$ cat src/rtl/turbo_pkg.sv
// -----------------------------------------------------------------------------
// turbo_pkg
//   Shared constants and helpers for the LTE turbo interleaver blocks.
//   - IW                : index/address width (covers 0..6143)
//   - K_*/F1_*/F2_*     : QPP parameters of the two supported block sizes
//   - qpp_state_e       : FSM encoding of the QPP address generator
//   - qpp_k/qpp_g0/qpp_two_f2 : per-block-size constants selected by k
// -----------------------------------------------------------------------------
package turbo_pkg;

    localparam int IW = 14;

    localparam logic [IW-1:0] K_SMALL  = 14'd1056;
    localparam logic [IW-1:0] K_LARGE  = 14'd6144;
    localparam logic [IW-1:0] F1_SMALL = 14'd17;
    localparam logic [IW-1:0] F2_SMALL = 14'd66;
    localparam logic [IW-1:0] F1_LARGE = 14'd263;
    localparam logic [IW-1:0] F2_LARGE = 14'd480;

    typedef enum logic [1:0] {
        ST_IDLE = 2'd0,
        ST_RUN  = 2'd1,
        ST_DONE = 2'd2
    } qpp_state_e;

    // Block length for the given size select.
    function automatic logic [IW-1:0] qpp_k(input logic sel);
        return sel ? K_LARGE : K_SMALL;
    endfunction

    // g(0) = f1 + f2; always below K for both sizes, so no reduction needed.
    function automatic logic [IW-1:0] qpp_g0(input logic sel);
        return sel ? (F1_LARGE + F2_LARGE) : (F1_SMALL + F2_SMALL);
    endfunction

    // Constant second difference of the quadratic, 2*f2 (also below K).
    function automatic logic [IW-1:0] qpp_two_f2(input logic sel);
        return sel ? (F2_LARGE << 1) : (F2_SMALL << 1);
    endfunction

endpackage

$ cat src/rtl/qpp_mod_add.sv
// -----------------------------------------------------------------------------
// qpp_mod_add
//   Combinational modular adder: y = (a + b) mod m.
//   Both operands must already be below m, so a single conditional subtract
//   brings the sum back into range.
//   Ports:
//     a, b  in  W   operands, each < m
//     m     in  W   modulus
//     y     out W   (a + b) mod m
// -----------------------------------------------------------------------------
module qpp_mod_add #(
    parameter int W = 14
) (
    input  logic [W-1:0] a,
    input  logic [W-1:0] b,
    input  logic [W-1:0] m,
    output logic [W-1:0] y
);

    logic [W:0] sum;
    logic [W:0] sum_red;

    // One extra bit so the carry of a+b is kept for the compare.
    assign sum     = {1'b0, a} + {1'b0, b};
    assign sum_red = sum - {1'b0, m};
    assign y       = (sum >= {1'b0, m}) ? sum_red[W-1:0] : sum[W-1:0];

endmodule

$ cat src/rtl/qpp_addr_gen.sv
// -----------------------------------------------------------------------------
// qpp_addr_gen
//   LTE QPP interleaver address generator. Takes the sequential index i from
//   the index counter and emits pi(i) = (f1*i + f2*i^2) mod K one clock later,
//   using the multiplier-free recursion
//     pi(i+1) = pi(i) + g(i),  g(i+1) = g(i) + 2*f2   (all mod K).
//   Ports:
//     clock      in   1   system clock
//     reset      in   1   async, active-high
//     k          in   1   block size: 0 -> K=1056, 1 -> K=6144 (latched at block start)
//     ready      in   1   block enable; low aborts the block and returns to IDLE
//     ind_in     in   IW  sequential index from the index counter
//     addr_out   out  IW  interleaved address, registered
//     addr_valid out  1   addr_out carries a new address this cycle
//     done       out  1   all K addresses emitted (level, until ready low)
//     err        out  1   sticky: index sequence broken
// -----------------------------------------------------------------------------
module qpp_addr_gen #(
    parameter int IW = 14
) (
    input  logic          clock,
    input  logic          reset,
    input  logic          k,
    input  logic          ready,
    input  logic [IW-1:0] ind_in,
    output logic [IW-1:0] addr_out,
    output logic          addr_valid,
    output logic          done,
    output logic          err
);

    import turbo_pkg::*;

    localparam logic [IW-1:0] ONE = IW'(1);

    qpp_state_e    state_q, state_d;
    logic [IW-1:0] k_len_q, k_len_d;    // latched K for the current block
    logic [IW-1:0] two_f2_q, two_f2_d;  // latched 2*f2 for the current block
    logic [IW-1:0] pi_q, pi_d;          // pi of the next index to be emitted
    logic [IW-1:0] g_q, g_d;            // g of the next index to be emitted
    logic [IW-1:0] exp_q, exp_d;        // next index expected from the counter
    logic [IW-1:0] addr_q, addr_d;
    logic          valid_q, valid_d;
    logic          done_q, done_d;
    logic          err_q, err_d;

    logic [IW-1:0] pi_nxt;
    logic [IW-1:0] g_nxt;

    qpp_mod_add #(.W(IW)) u_pi_add (
        .a (pi_q),
        .b (g_q),
        .m (k_len_q),
        .y (pi_nxt)
    );

    qpp_mod_add #(.W(IW)) u_g_add (
        .a (g_q),
        .b (two_f2_q),
        .m (k_len_q),
        .y (g_nxt)
    );

    always_comb begin
        state_d  = state_q;
        k_len_d  = k_len_q;
        two_f2_d = two_f2_q;
        pi_d     = pi_q;
        g_d      = g_q;
        exp_d    = exp_q;
        addr_d   = addr_q;
        valid_d  = 1'b0;
        done_d   = done_q;
        err_d    = err_q;

        case (state_q)
            ST_IDLE: begin
                addr_d = '0;
                done_d = 1'b0;
                err_d  = 1'b0;
                if (ready && (ind_in == '0)) begin
                    // pi(0) is always 0; preload the state for index 1.
                    k_len_d  = qpp_k(k);
                    two_f2_d = qpp_two_f2(k);
                    valid_d  = 1'b1;
                    pi_d     = qpp_g0(k);
                    g_d      = qpp_g0(k) + qpp_two_f2(k);
                    exp_d    = ONE;
                    state_d  = ST_RUN;
                end
            end

            ST_RUN: begin
                if (ind_in == exp_q) begin
                    addr_d  = pi_q;
                    valid_d = 1'b1;
                    pi_d    = pi_nxt;
                    g_d     = g_nxt;
                    exp_d   = exp_q + ONE;
                    if (exp_q == k_len_q - ONE) begin
                        // Last address goes out on this edge; done rises with it.
                        done_d  = 1'b1;
                        state_d = ST_DONE;
                    end
                end else if (ind_in != exp_q - ONE) begin
                    // Repeating the previous index is a counter stall, not an error.
                    err_d = 1'b1;
                end
            end

            ST_DONE: begin
                done_d = 1'b1;
                if (ind_in != k_len_q - ONE) begin
                    err_d = 1'b1;
                end
            end

            default: begin
                state_d = ST_IDLE;
            end
        endcase

        // Dropping ready abandons the block from any state.
        if (!ready) begin
            state_d = ST_IDLE;
            pi_d    = '0;
            g_d     = '0;
            exp_d   = '0;
            addr_d  = '0;
            valid_d = 1'b0;
            done_d  = 1'b0;
            err_d   = 1'b0;
        end
    end

    always_ff @(posedge clock or posedge reset) begin
        if (reset) begin
            state_q  <= ST_IDLE;
            k_len_q  <= K_SMALL;
            two_f2_q <= '0;
            pi_q     <= '0;
            g_q      <= '0;
            exp_q    <= '0;
            addr_q   <= '0;
            valid_q  <= 1'b0;
            done_q   <= 1'b0;
            err_q    <= 1'b0;
        end else begin
            state_q  <= state_d;
            k_len_q  <= k_len_d;
            two_f2_q <= two_f2_d;
            pi_q     <= pi_d;
            g_q      <= g_d;
            exp_q    <= exp_d;
            addr_q   <= addr_d;
            valid_q  <= valid_d;
            done_q   <= done_d;
            err_q    <= err_d;
        end
    end

    assign addr_out   = addr_q;
    assign addr_valid = valid_q;
    assign done       = done_q;
    assign err        = err_q;

endmodule

$ cat config.mk
export PLATFORM = sky130hd
export DESIGN_NAME = qpp_addr_gen
export DESIGN_NICKNAME = d
export VERILOG_FILES = /design/src/rtl/turbo_pkg.sv /design/src/rtl/qpp_mod_add.sv /design/src/rtl/qpp_addr_gen.sv
export SDC_FILE = /design/constraint.sdc
export NUM_CORES = 1
export LEC_CHECK = 0
export BUFFER_PORTS_ARGS = -buffer_cell sky130_fd_sc_hd__buf_2
export CAP_MARGIN = 20
export CELL_PAD_IN_SITES_DETAIL_PLACEMENT = 0
export CELL_PAD_IN_SITES_GLOBAL_PLACEMENT = 1
export CORE_UTILIZATION = 42
export CTS_CLUSTER_DIAMETER = 100
export DETAILED_ROUTE_END_ITERATION = 10
export PLACE_DENSITY_LB_ADDON = 0.05
export SYNTH_ARGS = -nofsm -noshare
export SYNTH_HDL_FRONTEND = slang
export SYNTH_SLANG_ARGS = --single-unit
$ cat constraint.sdc
create_clock -name clock -period 3.9 [get_ports clock]
set_input_delay 0.78 -clock clock [delete_from_list [all_inputs] [get_ports clock]]
set_output_delay 0.78 -clock clock [all_outputs]
set_load 0.05 [all_outputs]
==> results of run 1 <==
-- worst paths after layout --
| check | start | slack [ns] | cells past startpoint | end |
|---|---|---|---|---|
| setup / recovery | pi_q[0] | 0.02 | 20 | pi_q[5] |
| hold reg to reg | addr_out[5] | 0.49 | 2 | addr_out[5] |
| setup reg to reg | pi_q[0] | 0.02 | 20 | pi_q[5] |
| max in group asynchronous | reset | 2.58 | 3 | k_len_q[10] |
| hold / removal | addr_out[5] | 0.49 | 2 | addr_out[5] |
| min in group asynchronous | reset | 0.54 | 2 | addr_out[4] |
-- critical path: stages (launching register included) --
cell      delay [ns]
dfrtp_1         0.39
ha_2            0.20
fa_2            0.36
a211oi_2        0.28
o211a_1         0.23
o21bai_1        0.10
a21oi_2         0.17
o21bai_1        0.09
a21oi_2         0.15
xnor2_1         0.15
ha_1            0.29
nand4_1         0.15
nor3_2          0.05
nand2_1         0.07
nor3b_2         0.05
a31o_2          0.30
nor3_4          0.28
buf_4           0.16
mux2i_1         0.19
o21ai_1         0.07
nand2_1         0.08
-- sequential cells by signal (all words and copies together), names as in the netlist --
signal,flops
done,1
addr_valid,1
pi_q,14
two_f2_q,3
err,1
state_q,2
exp_q,14
k_len_q,1
g_q,13
addr_out,14
-- synthesized netlist by cell type (6+ instances only) --
cell type | count | share of area (%)
xnor2_1 | 41 | 7.0
mux2i_1 | 12 | 2.3
dfrtp_1 | 63 | 31
xor2_1 | 28 | 4.7
ha_1 | 38 | 9.2
nand4_1 | 15 | 1.8
nand2_1 | 60 | 4.4
nor4_1 | 6 | 0.73
a21o_1 | 6 | 0.87
inv_1 | 21 | 1.5
or4_1 | 6 | 0.87
nor2_1 | 46 | 3.3
a21oi_1 | 28 | 2.7
nor3_1 | 13 | 1.3
clkbuf_1 | 22 | 1.6
and3_1 | 8 | 0.97
nand3_1 | 50 | 4.8
o21ai_0 | 49 | 4.7
-- power by group --
group          switching (mW)  leakage, nW  internal, mW
clock                   0.297        0.154         0.577
combinational          0.0537         1.84        0.0242
sequential           0.000117        0.886         0.665
-- stage by stage --
stage          setup TNS [ns]  hold WS (ns)  total power, mW  setup WS (ns)  utilization (%)
4_1_cts                     0         0.492             1.64         0.0197             49.5
6_report                    0         0.487             1.62         0.0221             50.2
3_5_place_dp            -1.02         0.480            0.755         -0.185             46.6
2_1_floorplan               0         0.441            0.719         0.0193                -
5_1_grt                 -1.15         0.515             1.67         -0.186             50.2
3_3_place_gp         -0.00272         0.472            0.754       -0.00272             46.6
-- repair_timing --
action                     CTS  global route
hold buffers                 0             0
pin swaps                    4            11
setup endpoints to repair    9            14
cloned                       0             0
buffers inserted             2             4
gates resized for setup      3            15
-- per-layer routing --
metal	vias up	GRT usage (%)	routed length [um]
met5	-	0	0
met4	0	9.91	383
met3	30	4.34	557
met2	100	41.2	7140
met1	2256	34.0	7080
li1	2309	-	-
-- cell families (layout without fill, tap and decap cells) --
family | Yosys count | after routing | synth area share [%]
flops | 64 | 64 | 31.0
simple gates | 239 | 239 | 23.4
compound gates | 139 | 139 | 17.9
fa+ha+maj | 39 | 39 | 9.60
xor+xnor | 69 | 69 | 11.7
mux | 14 | 14 | 2.76
buf+inv | 48 | 102 | 3.61
-- final cells by class --
class                   instances  area, sq um
clock buffers                  13          250
clock inverters                 3         65.1
fillers                      1189         5980
inverters                      21         78.8
multi-input cells             500         3440
flip-flops and latches         64         1600
well taps                     147          184
repair buffers                 65          407
==> impl_metrics.csv, run 1 <==
group,metric,value,unit
clock_network,cts_buffers,9,
finish,final_nets,718,
clock_network,root_buffer,"clkbuf_16",
critical_path,critPathLaunchType,"flop",
critical_path,cp.arrival,4.15,ns
clock_network,cts.clk_slew.worst_paths,0.06,ns
place,dp.cells,791,
critical_path,path_max_fanout,4,
drt,drt_iter0_drc,282,
floorplanning,ioPinCount,35,
synthesis,syn_area,0.00516,sq mm
finish,layout.cells.non_filler,813,
outcome,status,"completed",
global_route,grt_pass1_vias,4658,
synthesis,synth_edf_count,0,
sta,fin_crit_sh,99.4,%
clock_network,cts_buffer_depth,2,
drt,ant_nets,0,
synthesis,seq_area_frac_synth,31.0,%
drt,wl_per_cell,18.6,um
place,place_area,0.00560,sq mm
finish,drive_gt1_share,16.5,%
place,place_congestion,0.870,
drt,firstDrtPassIters,4,
drt,routed_via_density,5.77,
global_route,overflow,0,
power_and_ir_drop,max-vdd-ir-drop,0.000188,V
sta,relSlewSlack,54.6,%
synthesis,synth_cell_type_count,66,
finish,final_cell_mix,"63 x dfrtp_1, 60 x nand2_1, 50 x nand3_1",
finish,diodes,0,
flow_run,cap_violations,0,
drt,route.detailed.drc,0,
power_and_ir_drop,leakage,2.88,nW
floorplanning,dieArea,0.0127,sq mm
power_and_ir_drop,powerDensity,268,mW/mm^2
finish,final_common_cell,"dfrtp_1",
synthesis,synth_fp_nets,669,
drt,finalWirelength,15200,um
synthesis,synth_top_flop_cell,"dfrtp_1",
floorplanning,chipWidth,113,um
synthesis,syn_inst,612,
floorplanning,fp.dieH,113,um
synthesis,synth_seq_cells,64,
sta,hold_viol_final,0,
global_route,grt_pass1_wl,24900,um
critical_path,path_class,"flop to flop",
sta,rsz0062_at_grt,"yes",
clock_network,clkLatencyLatePin,0.34,ns
synthesis,syn_avg_cell_area,8.44,sq um
synthesis,async_flop_share,100,%
floorplanning,core_area,0.0120,sq mm
sta,fmax,0.258,GHz
floorplanning,initial_utilization,43.0,%
floorplanning,row_count,40,
drt,vias,4695,
worst_hold_path,min_path_type,"flop to flop",
sta,worst_slew_pin_slew,0.681,ns
place,io_buffers,34,
sta,min_period,3.88,ns
critical_path,required,4.18,ns
synthesis,yosysWarningCount,0,
clock_network,cts_tree,"built",
sta,skew,0.00926,ns
global_route,antenna_found_initial,0,
sta,slew_viol_final,0,
finish,areaGrowthSynthToFinish,16.8,%
finish,design_area,0.00603,sq mm
place,hpwlAfterDp,11500,um
global_route,grt_start_max_net_pins,32,
critical_path,endpoint_kind,"flop",
clock_network,cts_sinks,64,
sta,setup_violations,0,
global_route,grtUsageTotal,25.4,%
clock_network,htree_levels,3,
(Power assumes the default switching activity.)
==> inputs of run 2 (changes only) <==
--- a/config.mk
+++ b/config.mk
@@ -9,7 +9,8 @@
 export CAP_MARGIN = 20
 export CELL_PAD_IN_SITES_DETAIL_PLACEMENT = 0
 export CELL_PAD_IN_SITES_GLOBAL_PLACEMENT = 1
-export CORE_UTILIZATION = 42
+export CORE_MARGIN = 2
+export CORE_UTILIZATION = 38
 export CTS_CLUSTER_DIAMETER = 100
 export DETAILED_ROUTE_END_ITERATION = 10
 export PLACE_DENSITY_LB_ADDON = 0.05
==> impl_metrics.csv, run 2 (synthesized netlist as in run 1, its figures left out) <==
group,metric,value,unit
outcome,status,"completed",
sta,slew_viol_final,0,
critical_path,critPathLaunchType,"flop",
global_route,grt_start_max_net_pins,40,
critical_path,cpPeakStageDelay,0.39,ns
drt,wl_per_cell,17.7,um
place,place_ws,-0.0595,ns
flow_run,cap_violations,0,
clock_network,clkLatencyLatePin,0.35,ns
drt,drt_iter0_drc,321,
critical_path,path_max_fanout,4,
place,hpwlAfterDp,11600,um
critical_path,critPathMostFrequentCell,"o21bai_1",
critical_path,path_cells,"ha_2 -> fa_2 -> a211oi_2 -> o211a_1 -> o21bai_1 -> a21oi_1 -> o21bai_1 -> a21oi_2 -> xnor2_2 -> ha_1 -> nand4_1 -> nor3_2 -> nand2_1 -> nor3b_2 -> a31o_2 -> nor3_4 -> buf_4 -> mux2i_1 -> o21ai_1",
clock_network,root_buffer,"clkbuf_16",
drt,routed_via_density,5.52,
critical_path,endpoint_kind,"flop",
floorplanning,dieArea,0.0145,sq mm
global_route,grt_pass1_vias,4454,
floorplanning,chipWidth,121,um
sta,tns,0,ns
sta,hold_viol_final,0,
finish,final_nets,721,
sta,fin_crit_sh,97.9,%
power_and_ir_drop,leakage,2.89,nW
place,io_buffers,34,
sta,min_period,3.82,ns
sta,hold_ws,0.476,ns
floorplanning,row_count,42,
floorplanning,initial_utilization,39.0,%
critical_path,cp.arrival,4.02,ns
finish,areaGrowthSynthToFinish,17.9,%
sta,worst_slew_pin_slew,0.718,ns
sta,skew,0.0131,ns
critical_path,cp_top_family,"compound AO/OA/AOI/OAI gates",
drt,route.detailed.drc,0,
floorplanning,core_area,0.0132,sq mm
drt,vias,4662,
clock_network,cts_hold_buf,0,
finish,layout.cells.non_filler,845,
drt,firstDrtPassIters,5,
finish,final_cell_mix,"63 x dfrtp_1, 60 x nand2_1, 50 x nand3_1",
clock_network,cts.clk_slew.worst_paths,0.07,ns
clock_network,cts_tree,"built",
floorplanning,fp.dieH,121,um
finish,drive_gt1_share,16.7,%
sta,relSlewSlack,52.1,%
critical_path,path_class,"flop to flop",
critical_path,crit_buf_inv,1,
clock_network,cts_buffers,9,
sta,fmax,0.262,GHz
finish,diodes,0,
global_route,overflow,0,
floorplanning,ioPinCount,35,
power_and_ir_drop,total_power,1.64,mW
place,place_congestion,0.861,
global_route,grt_pass1_wl,24200,um
sta,setup_slack,0.0833,ns
finish,fillCellCount,1371,
clock_network,cts_buffer_depth,2,
sta,setup_violations,0,
global_route,grtUsageTotal,21.6,%
finish,final_common_cell,"dfrtp_1",
clock_network,htree_levels,3,
drt,ant_nets,0,
sta,rsz0062_at_grt,"yes",
power_and_ir_drop,powerDensity,270,mW/mm^2
place,dp.cells,825,
drt,finalWirelength,14900,um
power_and_ir_drop,max-vdd-ir-drop,0.000248,V
worst_hold_path,min_path_type,"input port to async pin",
critical_path,required,4.11,ns
global_route,antenna_found_initial,0,
clock_network,cts_sinks,64,
critical_path,slowest_stage,"dfrtp_1",
## run 2: cell types whose count changed in the layout (fill, tap and decap cells not counted), moves of 3 or more
| cell | change |
|---|---|
| a21oi_1 | +3 |
| a21oi_2 | -3 |
| buf_4 | +4 |
| clkbuf_1 | -3 |
| clkinv_4 | +3 |
## run 2: where the power goes
group	switching (mW)	total, mW	leakage [nW]	internal, mW
clock	0.332	0.899	0.158	0.567
sequential	0.000111	0.664	0.886	0.664
combinational	0.0538	0.0773	1.85	0.0235
total	0.386	1.64	2.89	1.25
## run 2: cell type report
class | count | area [sq um] | share of cell area (%)
Clock buffer | 9 | 225 | 3.70
Clock inverter | 7 | 105 | 1.73
Inverter | 21 | 78.8 | 1.30
Multi-Input combinational cell | 500 | 3430 | 56.3
Sequential cell | 64 | 1600 | 26.3
Tap cell | 176 | 220 | 3.62
Timing Repair Buffer | 68 | 425 | 6.99
## run 2: worst paths after layout
check | start | end | slack, ns | depth (start not counted)
setup / recovery | pi_q[0] | pi_q[12] | 0.08 | 19
setup reg to reg | pi_q[0] | pi_q[12] | 0.08 | 19
min in group clock | addr_out[13] | addr_out[13] | 0.48 | 2
hold / removal | reset | exp_q[0] | 0.48 | 2
hold reg to reg | addr_out[13] | addr_out[13] | 0.48 | 2
max in group asynchronous | reset | k_len_q[10] | 2.47 | 3
## run 2: stage by stage
| step | util [%] | cell area [sq um] |
|---|---|---|
| after global routing | 46.0 | 6090 |
| after global placement | 42.9 | 5680 |
| after detailed placement | 42.9 | 5680 |
| after CTS | 45.4 | 6010 |
| after floorplan | - | 5170 |
| final | 46.0 | 6090 |
## run 2: metal layers
| metal | GRT usage (%) | up-vias | share of wire, % |
|---|---|---|---|
| li1 | - | 2317 | - |
| met1 | 31.1 | 2251 | 50 |
| met2 | 34.3 | 84 | 46 |
| met3 | 3.92 | 10 | 3.6 |
| met4 | 3.85 | 0 | 0.79 |
| met5 | 0 | - | 0 |
## run 2: what timing repair did
item                                    CTS  global route
endpoints found under the setup margin    6            17
resized for setup                         2            12
pin swaps                                 1            10
hold endpoints to repair                  0             0
setup buffers                             0             4
